--- src/rtl/int_controller.sv ---
// Interrupt controller: edge latch, masking, lowest-index arbitration, EOI handshake.
// Optional INTC_EOI_TIMEOUT_EN: forces IDLE after TIMEOUT unacknowledged SERVICE cycles.
module int_controller #(
   parameter int         N_SRC     = 4,
   parameter logic [7:0] BASE_ADDR = 8'hF8,
   parameter logic [7:0] VEC_RESET = 8'hE0,
   parameter int         TIMEOUT   = 255
) (
   input  logic             clock,
   input  logic             reset,
   input  logic [N_SRC-1:0] irq_src,
   input  logic [7:0]       addr,
   input  logic [7:0]       w_data,
   input  logic             w_en,
   output logic [7:0]       r_data,
   output logic             int_req,
   output logic [7:0]       int_en,
   output logic [7:0]       int_vec
);

   typedef enum logic [1:0] {IDLE, REQ, SERVICE} state_t;

   localparam logic [8:0] BASE9   = {1'b0, BASE_ADDR};
   localparam logic [7:0] EN_MASK = 8'((9'd1 << (N_SRC + 1)) - 9'd1);

   state_t           state, state_nx;
   logic [N_SRC-1:0] pend, irq_prev, masked, edges, w1c, req_clr;
   logic [2:0]       id, sel;
   logic [7:0]       vec_base;
   logic [1:0]       off;
   logic             hit, wsel, eoi_wr, arb;
   logic             tmo, tmo_hit;

   assign hit    = ({1'b0, addr} >= BASE9) && ({1'b0, addr} < BASE9 + 9'd4);
   assign off    = 2'(addr - BASE_ADDR);
   assign wsel   = w_en && hit;
   assign eoi_wr = wsel && (off == 2'd3);
   assign edges  = irq_src & ~irq_prev;
   assign w1c    = (wsel && off == 2'd1) ? w_data[N_SRC-1:0] : '0;
   assign masked = pend & int_en[N_SRC:1];
   assign arb    = (state == IDLE) && (state_nx == REQ);

   assign int_req = (state == REQ) && int_en[0];
   assign int_vec = vec_base + {3'b000, id, 2'b00};

   always_comb begin
      sel = '0;
      for (int i = N_SRC - 1; i >= 0; i--)
         if (masked[i]) sel = 3'(i);
   end

   always_comb begin
      req_clr = '0;
      if (int_req)
         for (int i = 0; i < N_SRC; i++)
            if (id == 3'(i)) req_clr[i] = 1'b1;
   end

   always_comb begin
      state_nx = state;
      case (state)
         IDLE:    if (int_en[0] && |masked) state_nx = REQ;
         REQ:     state_nx = int_en[0] ? SERVICE : IDLE;
         SERVICE: if (eoi_wr || tmo_hit) state_nx = IDLE;
         default: state_nx = IDLE;
      endcase
   end

   always_ff @(posedge clock) begin
      if (reset) begin
         state    <= IDLE;
         int_en   <= '0;
         pend     <= '0;
         irq_prev <= '0;
         vec_base <= VEC_RESET;
         id       <= '0;
      end else begin
         state    <= state_nx;
         irq_prev <= irq_src;
         // a fresh edge outranks both W1C and the REQ-cycle clear
         pend     <= (pend & ~w1c & ~req_clr) | edges;
         if (wsel && off == 2'd0) int_en <= w_data & EN_MASK;
         if (wsel && off == 2'd2) vec_base <= w_data;
         if (arb) id <= sel;
      end
   end

`ifdef INTC_EOI_TIMEOUT_EN
   logic [7:0] cnt;

   assign tmo_hit = (state == SERVICE) && (cnt == 8'(TIMEOUT - 1));

   always_ff @(posedge clock) begin
      if (reset) begin
         cnt <= '0;
         tmo <= 1'b0;
      end else begin
         cnt <= (state == SERVICE && !tmo_hit) ? cnt + 8'd1 : 8'd0;
         if (eoi_wr)       tmo <= 1'b0;
         else if (tmo_hit) tmo <= 1'b1;
      end
   end
`else
   logic unused_tmo;

   assign tmo_hit    = 1'b0;
   assign tmo        = 1'b0;
   assign unused_tmo = ^8'(TIMEOUT);
`endif

   always_comb begin
      r_data = '0;
      if (hit) begin
         unique case (off)
            2'd0: r_data = int_en;
            2'd1: r_data = 8'(pend);
            2'd2: r_data = vec_base;
            2'd3: r_data = {state == SERVICE, tmo, 3'b000, id};
         endcase
      end
   end

endmodule
--- config.mk ---
export PLATFORM = sky130hd
export DESIGN_NAME = int_controller
export DESIGN_NICKNAME = d
export VERILOG_FILES = /design/src/rtl/int_controller.sv
export SDC_FILE = /design/constraint.sdc
export NUM_CORES = 1
export LEC_CHECK = 0
export BUFFER_PORTS_ARGS = -buffer_cell sky130_fd_sc_hd__buf_4
export CORE_MARGIN = 1.5
export CORE_UTILIZATION = 44
export DETAILED_ROUTE_END_ITERATION = 8
export PLACE_DENSITY = 0.87
export SLEW_MARGIN = 25
export SYNTH_ARGS = -nofsm -noshare
export SYNTH_HDL_FRONTEND = slang
export SYNTH_SLANG_ARGS = --single-unit
--- constraint.sdc ---
create_clock -name clock -period 1.5 [get_ports clock]
set_input_delay 0.225 -clock clock [delete_from_list [all_inputs] [get_ports clock]]
set_output_delay 0.225 -clock clock [all_outputs]
set_load 0.05 [all_outputs]
==> metrics.txt <==
# TYPE chip_impl_metric gauge
chip_impl_info{name="run_status",value="finished with violations"} 1
chip_impl_info{name="violations",value="setup timing"} 1
chip_impl_metric{name="antennaDiodeCount",unit=""} 0
chip_impl_metric{name="total_die_area",unit="mm²"} 0.00347
chip_impl_metric{name="layout.area.seq",unit="µm²"} 532
chip_impl_info{name="cts_tree",value="yes"} 1
chip_impl_metric{name="synthesis.area",unit="mm²"} 0.00138
chip_impl_metric{name="h-tree-depth",unit=""} 1
chip_impl_metric{name="postRouteAntennaNets",unit=""} 0
chip_impl_info{name="synthDominantAreaCellType",value="dfxtp_1"} 1
chip_impl_metric{name="route.detailed.wl_per_inst",unit="µm"} 16.1
chip_impl_metric{name="cell_variety_after_synth",unit=""} 39
chip_impl_metric{name="wire_length_of_the_first_global_routing_pass",unit="µm"} 6320
chip_impl_metric{name="r2r_setup_slack",unit="ps"} 140
chip_impl_metric{name="required",unit="ps"} 1270
chip_impl_metric{name="ff2ff_path_depth",unit=""} 4
chip_impl_metric{name="fin_hold_ws",unit="ps"} 158
chip_impl_metric{name="routability_driven_placement_congestion_ratio",unit=""} 0.810
chip_impl_metric{name="fin_ws",unit="ps"} -445
chip_impl_metric{name="leakage",unit="nW"} 0.904
chip_impl_metric{name="initial_cell_density_of_the_core",unit="%"} 45.8
chip_impl_metric{name="clk-insertion-delay-late",unit="ps"} 320
chip_impl_metric{name="cts.clk_slew.worst_paths",unit="ps"} 140
chip_impl_metric{name="firstDrtPassIters",unit=""} 4
chip_impl_metric{name="total_global_routing_overflow",unit=""} 0
chip_impl_info{name="root_buffer",value="clkbuf_4"} 1
chip_impl_metric{name="synthesized_netlist_cell_count",unit=""} 154
chip_impl_metric{name="critPathMaxFanout",unit=""} 4
chip_impl_metric{name="fp-row-count",unit=""} 20
chip_impl_metric{name="skew",unit="ps"} 5.17
chip_impl_metric{name="fillCellCount",unit=""} 236
chip_impl_metric{name="grt_pass1_vias",unit=""} 1366
chip_impl_info{name="capturing_element_type_of_the_critical_path",value="output pin"} 1
chip_impl_info{name="critical_path.startpoint_type",value="flop"} 1
chip_impl_metric{name="die_height",unit="µm"} 58.9
chip_impl_metric{name="hpwl",unit="µm"} 2870
chip_impl_metric{name="routed-via-count",unit=""} 1367
chip_impl_metric{name="synth_enable_flop_cells",unit=""} 0
chip_impl_metric{name="wire_length_after_detailed_routing",unit="µm"} 3930
chip_impl_metric{name="drive_gt1_share",unit="%"} 56.4
chip_impl_info{name="post_synth_main_area_contributors",value="dfxtp_1, mux2i_1, nor2_1"} 1
chip_impl_metric{name="route.detailed.vias_per_inst",unit=""} 5.60
chip_impl_metric{name="cts_num_sinks",unit=""} 25
chip_impl_metric{name="layout.nets",unit=""} 238
chip_impl_metric{name="grt_antenna_before_repair",unit=""} 0
chip_impl_metric{name="synth-seq-area-share",unit="%"} 36.4
chip_impl_metric{name="yosysWarningCount",unit=""} 0
chip_impl_metric{name="design.portCount",unit=""} 48
chip_impl_metric{name="final.min_clock_period",unit="ps"} 1940
chip_impl_metric{name="vdd_drop_max",unit="mV"} 0.547
chip_impl_metric{name="buffer_ports.inserted",unit=""} 44
chip_impl_metric{name="fp.coreArea",unit="mm²"} 0.00300
chip_impl_metric{name="maxCapViolations",unit=""} 0
chip_impl_metric{name="cp.arrival",unit="ps"} 1720
chip_impl_metric{name="post-route-period-util",unit="%"} 130
chip_impl_info{name="setup.worst_path.class",value="reg -> out"} 1
chip_impl_metric{name="area.growth.synth_to_final",unit="%"} 55.9
chip_impl_metric{name="pwr_density_cell",unit="mW/mm²"} 541
chip_impl_metric{name="die_width",unit="µm"} 58.9
chip_impl_metric{name="async_reset_ff_share",unit="%"} 0
chip_impl_info{name="most-common-layout-cells",value="buf_4, nor2_1, mux2i_1, dfxtp_2, buf_6"} 1
chip_impl_metric{name="cts_buffers",unit=""} 3
chip_impl_metric{name="slew_viol_final",unit=""} 0
chip_impl_metric{name="multi_input_area",unit="µm²"} 965
chip_impl_metric{name="total_power",unit="mW"} 1.16
chip_impl_metric{name="grt_start_max_net_pins",unit=""} 29
chip_impl_metric{name="grt_util_all_layers",unit="%"} 24.3
chip_impl_info{name="layout.cells.most_common",value="buf_4"} 1
chip_impl_metric{name="first_iter_violations",unit=""} 62
chip_impl_info{name="synth_top_flop_cell",value="dfxtp_1"} 1
chip_impl_metric{name="finalHoldViolCount",unit=""} 0
chip_impl_info{name="rsz0062_at_grt",value="true"} 1
chip_impl_metric{name="max_freq",unit="GHz"} 0.514
chip_impl_metric{name="timing.hold.worst_path_depth",unit=""} 3
chip_impl_metric{name="ys_ff_latch",unit=""} 25
chip_impl_metric{name="finalSetupViolations",unit=""} 8
chip_impl_metric{name="drc",unit=""} 0
chip_impl_info{name="min_path_type",value="in -> reg"} 1
chip_impl_metric{name="netlist.area_leader.share",unit="%"} 36.4
chip_impl_metric{name="cts.path.max_buffers",unit=""} 2
chip_impl_metric{name="post_synth.cell_area_avg",unit="µm²"} 8.94
## worst paths after layout
check | from | endpoint
max | id[1]$_SDFFE_PP0P_ | int_vec[6]
min | w_data[3] | int_en[3]$_SDFFE_PP0P_
max reg2reg | int_en[0]$_SDFFE_PP0P_ | id[0]$_SDFFE_PP0P_
min reg2reg | irq_prev[1]$_SDFF_PP0_ | pend[1]$_SDFF_PP0_
## synthesized netlist by cell type (3+ instances only)
library cell	n
dfxtp_1	25
o2bb2ai_1	3
mux2i_1	14
a21oi_1	8
buf_4	6
nand2_1	6
nor2b_1	9
inv_1	8
xor2_1	3
and3_1	3
nor2_1	22
nor4b_1	4
clkbuf_1	4
nor3b_1	3
nor3_1	6
## cells by family after synthesis
logic type	share of synthesized area, %
other	0.272
adder cells (fa/ha/maj)	3.27
buffers and inverters	8.64
AND/OR/NAND/NOR	25.8
XOR/XNOR	2.55
flip-flops	36.4
multiplexers	13.5
AO/OA/AOI/OAI	9.64
## what timing repair did
action | 4_1_cts | 5_1_grt
hold buffers | 0 | 0
buffers inserted | 4 | 3
endpoints found under the setup margin | 13 | 14
pin swaps | 4 | 3
gates resized for setup | 30 | 13
## routing by layer
layer	share of wire, %	GRT usage, %	vias to the layer above
met5	0	0	-
met4	2.3	11.0	0
met3	4.8	2.64	16
met2	56	45.9	56
met1	37	27.0	657
li1	-	-	638
## worst max-delay path, cell delays in order, from the launching register on
cell	delay [ps]
dfxtp_4	400
inv_1	90
fa_2	440
nor2_4	140
xor2_4	150
buf_6	170
## power by group
part	leakage (nW)	internal [mW]	switching [mW]	total (mW)
Clock	0.0150	0.104	0.200	0.304
Sequential	0.210	0.674	0.0118	0.686
Combinational	0.679	0.0795	0.0909	0.170
## sequential cells by signal, summed over array words and instances, names as in the netlist
register	cells
state	2
irq_prev	4
pend	4
vec_base	8
int_en	5
id	2
## cell type report
cell class	instances	share of cell area (%)
Tap cell	33	1.92
Timing Repair Buffer	65	25.7
Inverter	8	1.40
Sequential cell	25	24.8
Multi-Input combinational cell	109	45.0
Clock buffer	4	1.22
## stage by stage
stage	cells	utilization (%)	setup TNS, ps	area, µm²	worst slack (ps)
final	244	71.5	-2490	2150	-445
after global routing	244	71.5	-2970	2150	-509
after CTS	242	69.6	-2510	2090	-445
after detailed placement	234	64.7	-865	1940	-127
after global placement	234	64.7	-546	1940	-83.3
after floorplan	156	-	-648	1550	-156
No activity file was read; power rests on OpenSTA's default activity.
